`config.mk`:
```
export PLATFORM = sky130hd
export DESIGN_NAME = unidade_acesso_memoria
export DESIGN_NICKNAME = d
export VERILOG_FILES = /design/src/rtl/unidade_acesso_memoria_pkg.sv /design/src/rtl/unidade_acesso_memoria_alinhador_bytes.sv /design/src/rtl/unidade_acesso_memoria.sv
export SDC_FILE = /design/constraint.sdc
export NUM_CORES = 1
export LEC_CHECK = 0
export ABC_AREA = 0
export CAP_MARGIN = 40
export CORE_UTILIZATION = 45
export CTS_CLUSTER_DIAMETER = 120
export DETAILED_ROUTE_END_ITERATION = 6
export GPL_TIMING_DRIVEN = 0
export PLACE_DENSITY = 0.84
export SYNTH_ARGS = -nofsm -noshare
export SYNTH_HDL_FRONTEND = slang
export SYNTH_HIERARCHICAL = 1
export SYNTH_SLANG_ARGS = --single-unit
export TNS_END_PERCENT = 5
```
`constraint.sdc`:
```
create_clock -name clock -period 15.51 [get_ports clock]
set_input_delay 4.653 -clock clock [delete_from_list [all_inputs] [get_ports clock]]
set_output_delay 4.653 -clock clock [all_outputs]
set_load 0.005 [all_outputs]
```
`src/rtl/unidade_acesso_memoria_pkg.sv`:
```
// Shared types and constants for the load/store unit: FSM states, access-size codes and lane widths.
package pacote_acesso_memoria;

  typedef enum logic [1:0] {
    OCIOSO   = 2'b00,
    LER      = 2'b01,
    ESCREVER = 2'b10,
    RESPOSTA = 2'b11
  } estado_t;

  localparam logic [1:0] TAM_BYTE    = 2'b00;
  localparam logic [1:0] TAM_MEIA    = 2'b01;
  localparam logic [1:0] TAM_PALAVRA = 2'b10;
  localparam logic [1:0] TAM_ILEGAL  = 2'b11;

  localparam int unsigned LARGURA_BYTE    = 8;
  localparam int unsigned LARGURA_MEIA    = 16;
  localparam int unsigned LARGURA_PALAVRA = 32;

endpackage

```
`src/rtl/unidade_acesso_memoria_alinhador_bytes.sv`:
```
// Little-endian lane extract/extend for loads and lane merge for read-modify-write stores.
module alinhador_bytes
  import pacote_acesso_memoria::*;
(
  input  logic [LARGURA_PALAVRA-1:0] palavra,
  input  logic [LARGURA_PALAVRA-1:0] dado,
  input  logic [1:0]                 faixa,
  input  logic [1:0]                 tamanho,
  input  logic                       sinal,
  output logic [LARGURA_PALAVRA-1:0] extraido_c,
  output logic [LARGURA_PALAVRA-1:0] mesclado_c
);

  localparam int unsigned EXT_BYTE = LARGURA_PALAVRA - LARGURA_BYTE;
  localparam int unsigned EXT_MEIA = LARGURA_PALAVRA - LARGURA_MEIA;

  logic [4:0]                 desl_byte;
  logic [4:0]                 desl_meia;
  logic [LARGURA_PALAVRA-1:0] deslocada;

  always_comb begin
    desl_byte  = {faixa, 3'b000};
    desl_meia  = {faixa[1], 4'b0000};
    deslocada  = '0;
    extraido_c = palavra;
    mesclado_c = dado;
    case (tamanho)
      TAM_BYTE: begin
        deslocada  = palavra >> desl_byte;
        extraido_c = {{EXT_BYTE{sinal & deslocada[LARGURA_BYTE-1]}}, deslocada[LARGURA_BYTE-1:0]};
        mesclado_c = (palavra & ~(32'h0000_00FF << desl_byte))
                   | ({{EXT_BYTE{1'b0}}, dado[LARGURA_BYTE-1:0]} << desl_byte);
      end
      TAM_MEIA: begin
        deslocada  = palavra >> desl_meia;
        extraido_c = {{EXT_MEIA{sinal & deslocada[LARGURA_MEIA-1]}}, deslocada[LARGURA_MEIA-1:0]};
        mesclado_c = (palavra & ~(32'h0000_FFFF << desl_meia))
                   | ({{EXT_MEIA{1'b0}}, dado[LARGURA_MEIA-1:0]} << desl_meia);
      end
      default: ;
    endcase
  end

endmodule

```
`src/rtl/unidade_acesso_memoria.sv`:
```
// Load/store unit in front of a word-addressed data memory; one request in flight at a time.
// Byte/halfword support is built only when UNIDADE_ACESSO_MEMORIA_SUBWORD_EN is defined.
module unidade_acesso_memoria
  import pacote_acesso_memoria::*;
#(
  parameter int unsigned PROFUNDIDADE = 20
) (
  input  logic        clock,
  input  logic        reset,
  input  logic        ReqValido,
  output logic        Pronto,
  input  logic        ReqEscrita,
  input  logic [1:0]  ReqTamanho,
  input  logic        ReqSinal,
  input  logic [31:0] ReqEndereco,
  input  logic [31:0] ReqDado,
  output logic        RespValido,
  output logic [31:0] RespDado,
  output logic        RespErro,
  output logic [31:0] MemEndereco,
  output logic [31:0] MemDadoEscrita,
  output logic        MemFlagEscrita,
  input  logic [31:0] MemDadoLeitura
);

  localparam int unsigned W = LARGURA_PALAVRA;

  estado_t       estado_q, estado_d;
  logic [W-1:0]  mem_endereco_q, mem_endereco_d;
  logic [W-1:0]  mem_dado_escrita_q, mem_dado_escrita_d;
  logic [W-1:0]  resp_dado_q, resp_dado_d;
  logic          resp_erro_q, resp_erro_d;
  logic          escrita_q, escrita_d;
  logic [1:0]    tamanho_q, tamanho_d;
  logic          sinal_q, sinal_d;
  logic [1:0]    faixa_q, faixa_d;
  logic [W-1:0]  dado_q, dado_d;
  logic          erro_c;
  logic          subpalavra_c;
  logic [W-1:0]  extraido_c;
  logic [W-1:0]  mesclado_c;

  // Request validation, evaluated on the incoming fields at the accept edge
  always_comb begin
    erro_c = ({2'b00, ReqEndereco[31:2]} >= PROFUNDIDADE);
`ifdef UNIDADE_ACESSO_MEMORIA_SUBWORD_EN
    erro_c = erro_c
           || (ReqTamanho == TAM_ILEGAL)
           || ((ReqTamanho == TAM_MEIA) && ReqEndereco[0])
           || ((ReqTamanho == TAM_PALAVRA) && (ReqEndereco[1:0] != 2'b00));
    subpalavra_c = (ReqTamanho != TAM_PALAVRA);
`else
    erro_c = erro_c
           || (ReqTamanho != TAM_PALAVRA)
           || (ReqEndereco[1:0] != 2'b00);
    subpalavra_c = 1'b0;
`endif
  end

  alinhador_bytes u_alinhador (
    .palavra    (MemDadoLeitura),
    .dado       (dado_q),
    .faixa      (faixa_q),
    .tamanho    (tamanho_q),
    .sinal      (sinal_q),
    .extraido_c (extraido_c),
    .mesclado_c (mesclado_c)
  );

`ifndef UNIDADE_ACESSO_MEMORIA_SUBWORD_EN
  logic unused_sem_subpalavra;
  assign unused_sem_subpalavra = ^{mesclado_c, escrita_q};
`endif

  always_comb begin
    estado_d           = estado_q;
    mem_endereco_d     = mem_endereco_q;
    mem_dado_escrita_d = mem_dado_escrita_q;
    resp_dado_d        = '0;
    resp_erro_d        = 1'b0;
    escrita_d          = escrita_q;
    tamanho_d          = tamanho_q;
    sinal_d            = sinal_q;
    faixa_d            = faixa_q;
    dado_d             = dado_q;
    unique case (estado_q)
      OCIOSO: begin
        if (ReqValido) begin
          mem_endereco_d = {2'b00, ReqEndereco[31:2]};
          escrita_d      = ReqEscrita;
          tamanho_d      = ReqTamanho;
          sinal_d        = ReqSinal;
          faixa_d        = ReqEndereco[1:0];
          dado_d         = ReqDado;
          if (erro_c) begin
            estado_d    = RESPOSTA;
            resp_erro_d = 1'b1;
          end else if (!ReqEscrita || subpalavra_c) begin
            estado_d = LER;
          end else begin
            estado_d           = ESCREVER;
            mem_dado_escrita_d = ReqDado;
          end
        end
      end
      LER: begin
`ifdef UNIDADE_ACESSO_MEMORIA_SUBWORD_EN
        if (escrita_q) begin
          estado_d           = ESCREVER;
          mem_dado_escrita_d = mesclado_c;
        end else begin
          estado_d    = RESPOSTA;
          resp_dado_d = extraido_c;
        end
`else
        estado_d    = RESPOSTA;
        resp_dado_d = extraido_c;
`endif
      end
      ESCREVER: estado_d = RESPOSTA;
      RESPOSTA: estado_d = OCIOSO;
    endcase
  end

  always_ff @(posedge clock or posedge reset) begin
    if (reset) begin
      estado_q           <= OCIOSO;
      mem_endereco_q     <= '0;
      mem_dado_escrita_q <= '0;
      resp_dado_q        <= '0;
      resp_erro_q        <= 1'b0;
      escrita_q          <= 1'b0;
      tamanho_q          <= 2'b00;
      sinal_q            <= 1'b0;
      faixa_q            <= 2'b00;
      dado_q             <= '0;
    end else begin
      estado_q           <= estado_d;
      mem_endereco_q     <= mem_endereco_d;
      mem_dado_escrita_q <= mem_dado_escrita_d;
      resp_dado_q        <= resp_dado_d;
      resp_erro_q        <= resp_erro_d;
      escrita_q          <= escrita_d;
      tamanho_q          <= tamanho_d;
      sinal_q            <= sinal_d;
      faixa_q            <= faixa_d;
      dado_q             <= dado_d;
    end
  end

  assign Pronto         = (estado_q == OCIOSO);
  assign RespValido     = (estado_q == RESPOSTA);
  assign MemFlagEscrita = (estado_q == ESCREVER);
  assign MemEndereco    = mem_endereco_q;
  assign MemDadoEscrita = mem_dado_escrita_q;
  assign RespDado       = resp_dado_q;
  assign RespErro       = resp_erro_q;

endmodule

```
# Word level (Yosys, flattened, before mapping)
# Cells that the tools add are included.
[word_totals]
mem_count = 0
latch_bits = 0
inputBits = 103
ff_bits = 102
out_inout_bits = 100
romBits = 0
ram_bits = 0
wordCells = 37
[op_classes]
n_div = 0
n_shift = 2
add_sub_neg = 0
magnitude_cmp = 1
n_reduce_logical = 8
n_mul = 0
n_mux = 9
eq_ne = 6
bitwise = 3
[op_table]
columns = ["operator", "count"]
rows = [
  ["case mux 32 bit (2 select lines)", 1],
  ["two-way mux 32 bit", 1],
  ["right shift 32 x 5 -> 16 bit", 1],
  ["right shift 32 x 5 -> 8 bit", 1],
  ["greater-or-equal comparator 30 x 5 -> 1 bit, second input constant", 1],
  ["two-way mux 2 bit", 3],
  ["case mux 2 bit (3 select lines)", 1],
  ["equality test 2 x 1 -> 1 bit, second input constant", 2],
  ["equality test 2 bit, second input constant", 2],
  ["logical NOT 2 bit", 2],
  ["inequality test 2 bit, second input constant", 2],
  ["AND reduction 4 bit", 1],
  ["two-way mux 1 bit", 3],
  ["AND 1 bit", 2],
  ["logical OR 1 bit", 2],
  ["AND reduction 2 bit", 1],
  ["nonzero test 2 bit", 1],
  ["OR reduction 2 bit", 1],
  ["inverter 1 bit", 1],
]

# Logic depth before layout (Yosys ltp)
# Gate-level depths: netlist of run 1.
[logic_depth]
word_depth = 6
depth_mapped = 6
mapped_depth_nobuf = 5

# Hierarchy
# The synthesis of run 1 kept the hierarchy.
[modules_own_cells]
columns = ["mod", "area_each_um2", "instances", "cells_per_inst", "seq_area_each_um2"]
rows = [
  ["unidade_acesso_memoria", 4968.5, 1, 313, 3353.2],
  ["alinhador_bytes", 1634.1, 1, 247, 0.0],
]

# Least setup slack after synthesis of run 1
# OpenSTA, ideal clock, no wires.
[synth_timing]
kind = "input to register"
startpoint = "input ReqEndereco[14]"
endpoint = "register mem_dado_escrita_q[10], in the netlist MemDadoEscrita[10]"
cell_stages = 5
setup_time_ps = 125
arrival_time_ps = 6091
path_buffers = 1
required_ps = 15385
slack_ps = 9294
cell_sequence = "nor4_1 -> nand4_1 -> nor4_4 -> buf_6 -> mux2_2"
[synth_via]
elab_chain_len = 5
[synth_rtl]
columns = ["element", "line_no", "source"]
rows = [
  ["start, declared", "unidade_acesso_memoria.sv:15", "input logic [31:0] ReqEndereco,"],
  ["greater-or-equal comparator 30 x 5 -> 1 bit", "unidade_acesso_memoria.sv:45", "erro_c = ({2'b00, ReqEndereco[31:2]} >= PROFUNDIDADE);"],
  ["logical OR 1 bit", "unidade_acesso_memoria.sv:54", "|| (ReqTamanho != TAM_PALAVRA)"],
  ["logical OR 1 bit", "unidade_acesso_memoria.sv:55", "|| (ReqEndereco[1:0] != 2'b00);"],
  ["inverter 1 bit (no line)", "-", ""],
  ["AND reduction 4 bit (no line)", "-", ""],
  ["end signal, assigned", "unidade_acesso_memoria.sv:140", "mem_dado_escrita_q <= mem_dado_escrita_d;"],
  ["end, declared", "unidade_acesso_memoria.sv:30", "logic [W-1:0] mem_dado_escrita_q, mem_dado_escrita_d;"],
]
# Every way passes these cells.
# A chain may end at the register's enable or synchronous reset.

# Final worst setup path of run 1
[layout_timing]
startpoint = "input ReqEndereco[14]"
endpoint = "register mem_dado_escrita_q[18], in the netlist MemDadoEscrita[18]"
# Same word-level chain as after synthesis.

==> results of run 1 <==
-- power breakdown --
group	internal (mW)	switching [mW]	total [mW]	leakage [nW]
Clock	0.0647	0.0913	0.156	0.0905
Sequential	0.342	0.0328	0.374	1.34
Combinational	0.278	0.195	0.473	1.64
-- routing by layer --
layer / wire length, um / part of all wire, % / vias to the layer above / global-route usage (%)
met4: 187 / 1.6 / 0 / 7.47
met5: 0 / 0 / - / 0
met2: 5760 / 50 / 169 / 37.3
met1: 4540 / 40 / 1682 / 26.7
li1: - / - / 1675 / -
met3: 978 / 8.5 / 17 / 5.40
-- worst paths after layout --
kind                                                startpoint                        endpoint  slack, ps  cells after the start
worst max-delay path                           ReqEndereco[14]  MemDadoEscrita[18]$_DFFE_PP0P_       8920                      6
worst min-delay path            MemDadoEscrita[26]$_DFFE_PP0P_  MemDadoEscrita[26]$_DFFE_PP0P_        490                      1
worst max register to register         estado_q[0]$_DFFE_PP0P_  MemDadoEscrita[18]$_DFFE_PP0P_      13450                      6
worst min register to register  MemDadoEscrita[26]$_DFFE_PP0P_  MemDadoEscrita[26]$_DFFE_PP0P_        490                      1
max in group asynchronous                                reset          RespDado[25]$_DFF_PP0_      10150                      3
min in group asynchronous                                reset  MemDadoEscrita[31]$_DFFE_PP0P_       4690                      2
-- area by class of cell --
| type | count | share of cell area (%) |
|---|---|---|
| clock buffer | 11 | 2.04 |
| sequential | 102 | 36.8 |
| multi-input combinational | 222 | 25.8 |
| timing repair buffer | 201 | 29.3 |
| tap | 133 | 2.40 |
| inverter | 6 | 0.361 |
| clock inverter | 5 | 0.614 |
| buffer | 31 | 2.65 |
-- sequential cells by signal, summed over array words and instances, names as in the netlist --
name            flops
RespDado           32
tamanho_q           2
MemDadoEscrita     32
faixa_q             2
RespErro            1
sinal_q             1
MemEndereco        30
estado_q            2
-- through the flow --
step	setup WS, ps	power (mW)
2_1_floorplan	8180	0.621
3_3_place_gp	6840	0.836
3_5_place_dp	8540	0.853
4_1_cts	8920	1.01
5_1_grt	8830	1.07
6_report	8920	1.00
-- cells in the final DEF, fill, tap and decap left out, drive strengths merged, types with 2 or more instances in the layout --
master           n
mux2i            8
o21ai           17
nor3             3
o22ai            2
inv              7
nand2b           3
a22oi           10
and2            33
o221ai           8
clkinv           3
dfrtp          102
clkdlybuf4s50  200
buf             25
nor2            13
a221o            7
conb             2
mux2            68
nor4             6
clkbuf          18
ha               4
nand2           28
-- worst max-delay path, delay by kind of cell --
kind / cells / cell delay, ps
buffers and inverters: 2 / 650
muxes: 1 / 350
and+or+nand+nor: 3 / 1160
==> metrics.md, run 1 <==
| Metric | Value |
|---|---|
| Status | finished, final reports clean |
| DR iter-0 viols | 123 |
| CTS max path bufs | 2 |
| CP Class | primary input to flip-flop |
| CP Launch Type | primary input |
| Clock sink count | 102 |
| Synth-to-layout area growth | 52.5% |
| Cell count after placement | 695 |
| Fin util | 70.9% |
| Slew Limit Fails | 0 |
| Final setup TNS | 0 ps |
| Synthesis Warnings | 6 |
| PortBufs | 200 |
| ANT nets after route | 0 |
| Fillers | between 600 and 700 |
| CP endpoint kind | flip-flop |
| Grt ovf | 0 |
| Vias in the first global route | 3587 |
| Max stage delay cell, worst path | nor4_4 |
| Endpoints failing hold | 0 |
| Clk_lat worst skew | 360 ps |
| Skew final | roughly 12 ps |
| Maximum achievable frequency | 152 MHz |
| Die extent in y | a little over 100 um |
| Syn Area/Cell | approximately 13 um^2 |
| MaxCap Viol Count | 0 |
| Slowest stage delay, CP | just under 600 ps |
| Final net count | between 600 and 700 |
| # rows | 36 |
| Post-route design area | 6930 um^2 |
| CTS resizes | 0 |
| Ant. Diodes | 0 |
| CP Data Arrival Time | 6820 ps |
| Setup Viol. Count Final | 0 |
| DR DRC count | 0 |
| Multi-input logic area | between 1500 and 2000 um^2 |
| Register area | between 2000 and 3000 um^2 |
| H-tree levels | 3 |
| Placed cell area | just under 7000 um^2 |
| Worst Hold Class | flip-flop to flip-flop |
| Relative slew slack | 55.0% |
| Root Driver | clkbuf_8 |
| Pleak | between 3 and 4 nW |
| Critical path fanouts, max | 10 |
| Die area | between 10000 and 15000 um^2 |
| Total CTS buffers | 9 |
| Layout cells sized above 1 | around 18% |
| Io pins | roughly 200 |
| GRT Total Usage | 21.8% |
| Vias per cell | approximately 5 |
| Total Wirelength | ~11 mm |
| GP Congestion | around 0.86 |
| Fin crit share | 42.5% |
| Post-Layout Cell Count | 711 |
| Worst Path Required | 15740 ps |
| CORE AREA | a little under 10000 um^2 |
| Detailed placement HPWL | ~9.0 mm |
| First-pass GRT wire length | ~17 mm |
| RSZ-0062 raised after global routing | no |
| Largest net degree at the start of global routing | between 50 and 60 |
| Peak supply drop | roughly 90 uV |
| Post-CTS Setup Bufs | 0 |
| Die width | between 100 and 150 um |
| Routed WL per cell | 16.1 um |
| Hold WS | ~490 ps |
| Initial Util | 46.5% |
| Pwr/cell area | 145 nW/um^2 |
| Synth Cell Area | between 4000 and 5000 um^2 |
| Detailed-route via count | ~3500 |
| Worst-path clk slew | approximately 90 ps |
| Hold_buf cts | 0 |
| Worst Tran Pin Value | about 660 ps |
| 1st-pass router iterations | 4 |
| Cells after Synth | 360 |
| CTS tree | yes |
| Initial antenna violation count | 0 |
| Worst path cell trace | clkdlybuf4s50_1 > nor4_1 > nand4_1 > nor4_4 > buf_6 > mux2_2 |
| Min cycle time layout | 6590 ps |
No activity file was read; power rests on OpenSTA's default activity.
==> run 2: changes to the inputs <==
==> constraint.sdc (replaced) <==
create_clock -name clock -period 6.42 [get_ports clock]
set_input_delay 1.926 -clock clock [delete_from_list [all_inputs] [get_ports clock]]
set_output_delay 1.926 -clock clock [all_outputs]
set_load 0.005 [all_outputs]
==> results of run 2 <==
The final DEF is identical to that of run 1. Status: finished, final reports clean.
Main changes from that run: setup slack after placement 8540 ps -> 2180 ps; setup slack after layout 8920 ps -> 2560 ps; register-to-register setup slack 13450 ps -> 4360 ps; total power 1.00 mW -> 2.42 mW; worst IR drop on VDD 89.4 uV -> 216 uV
==> run 3: changes to the inputs <==
==> constraint.sdc (replaced) <==
create_clock -name clock -period 3.87 [get_ports clock]
set_input_delay 1.161 -clock clock [delete_from_list [all_inputs] [get_ports clock]]
set_output_delay 1.161 -clock clock [all_outputs]
set_load 0.005 [all_outputs]
==> results of run 3 <==
The final DEF is identical to that of run 1. Status: finished, final reports clean.
Main changes from that run: setup slack after placement 8540 ps -> 392 ps; setup slack after layout 8920 ps -> 775 ps; register-to-register setup slack 13450 ps -> 1810 ps; total power 1.00 mW -> 4.02 mW; worst IR drop on VDD 89.4 uV -> 358 uV
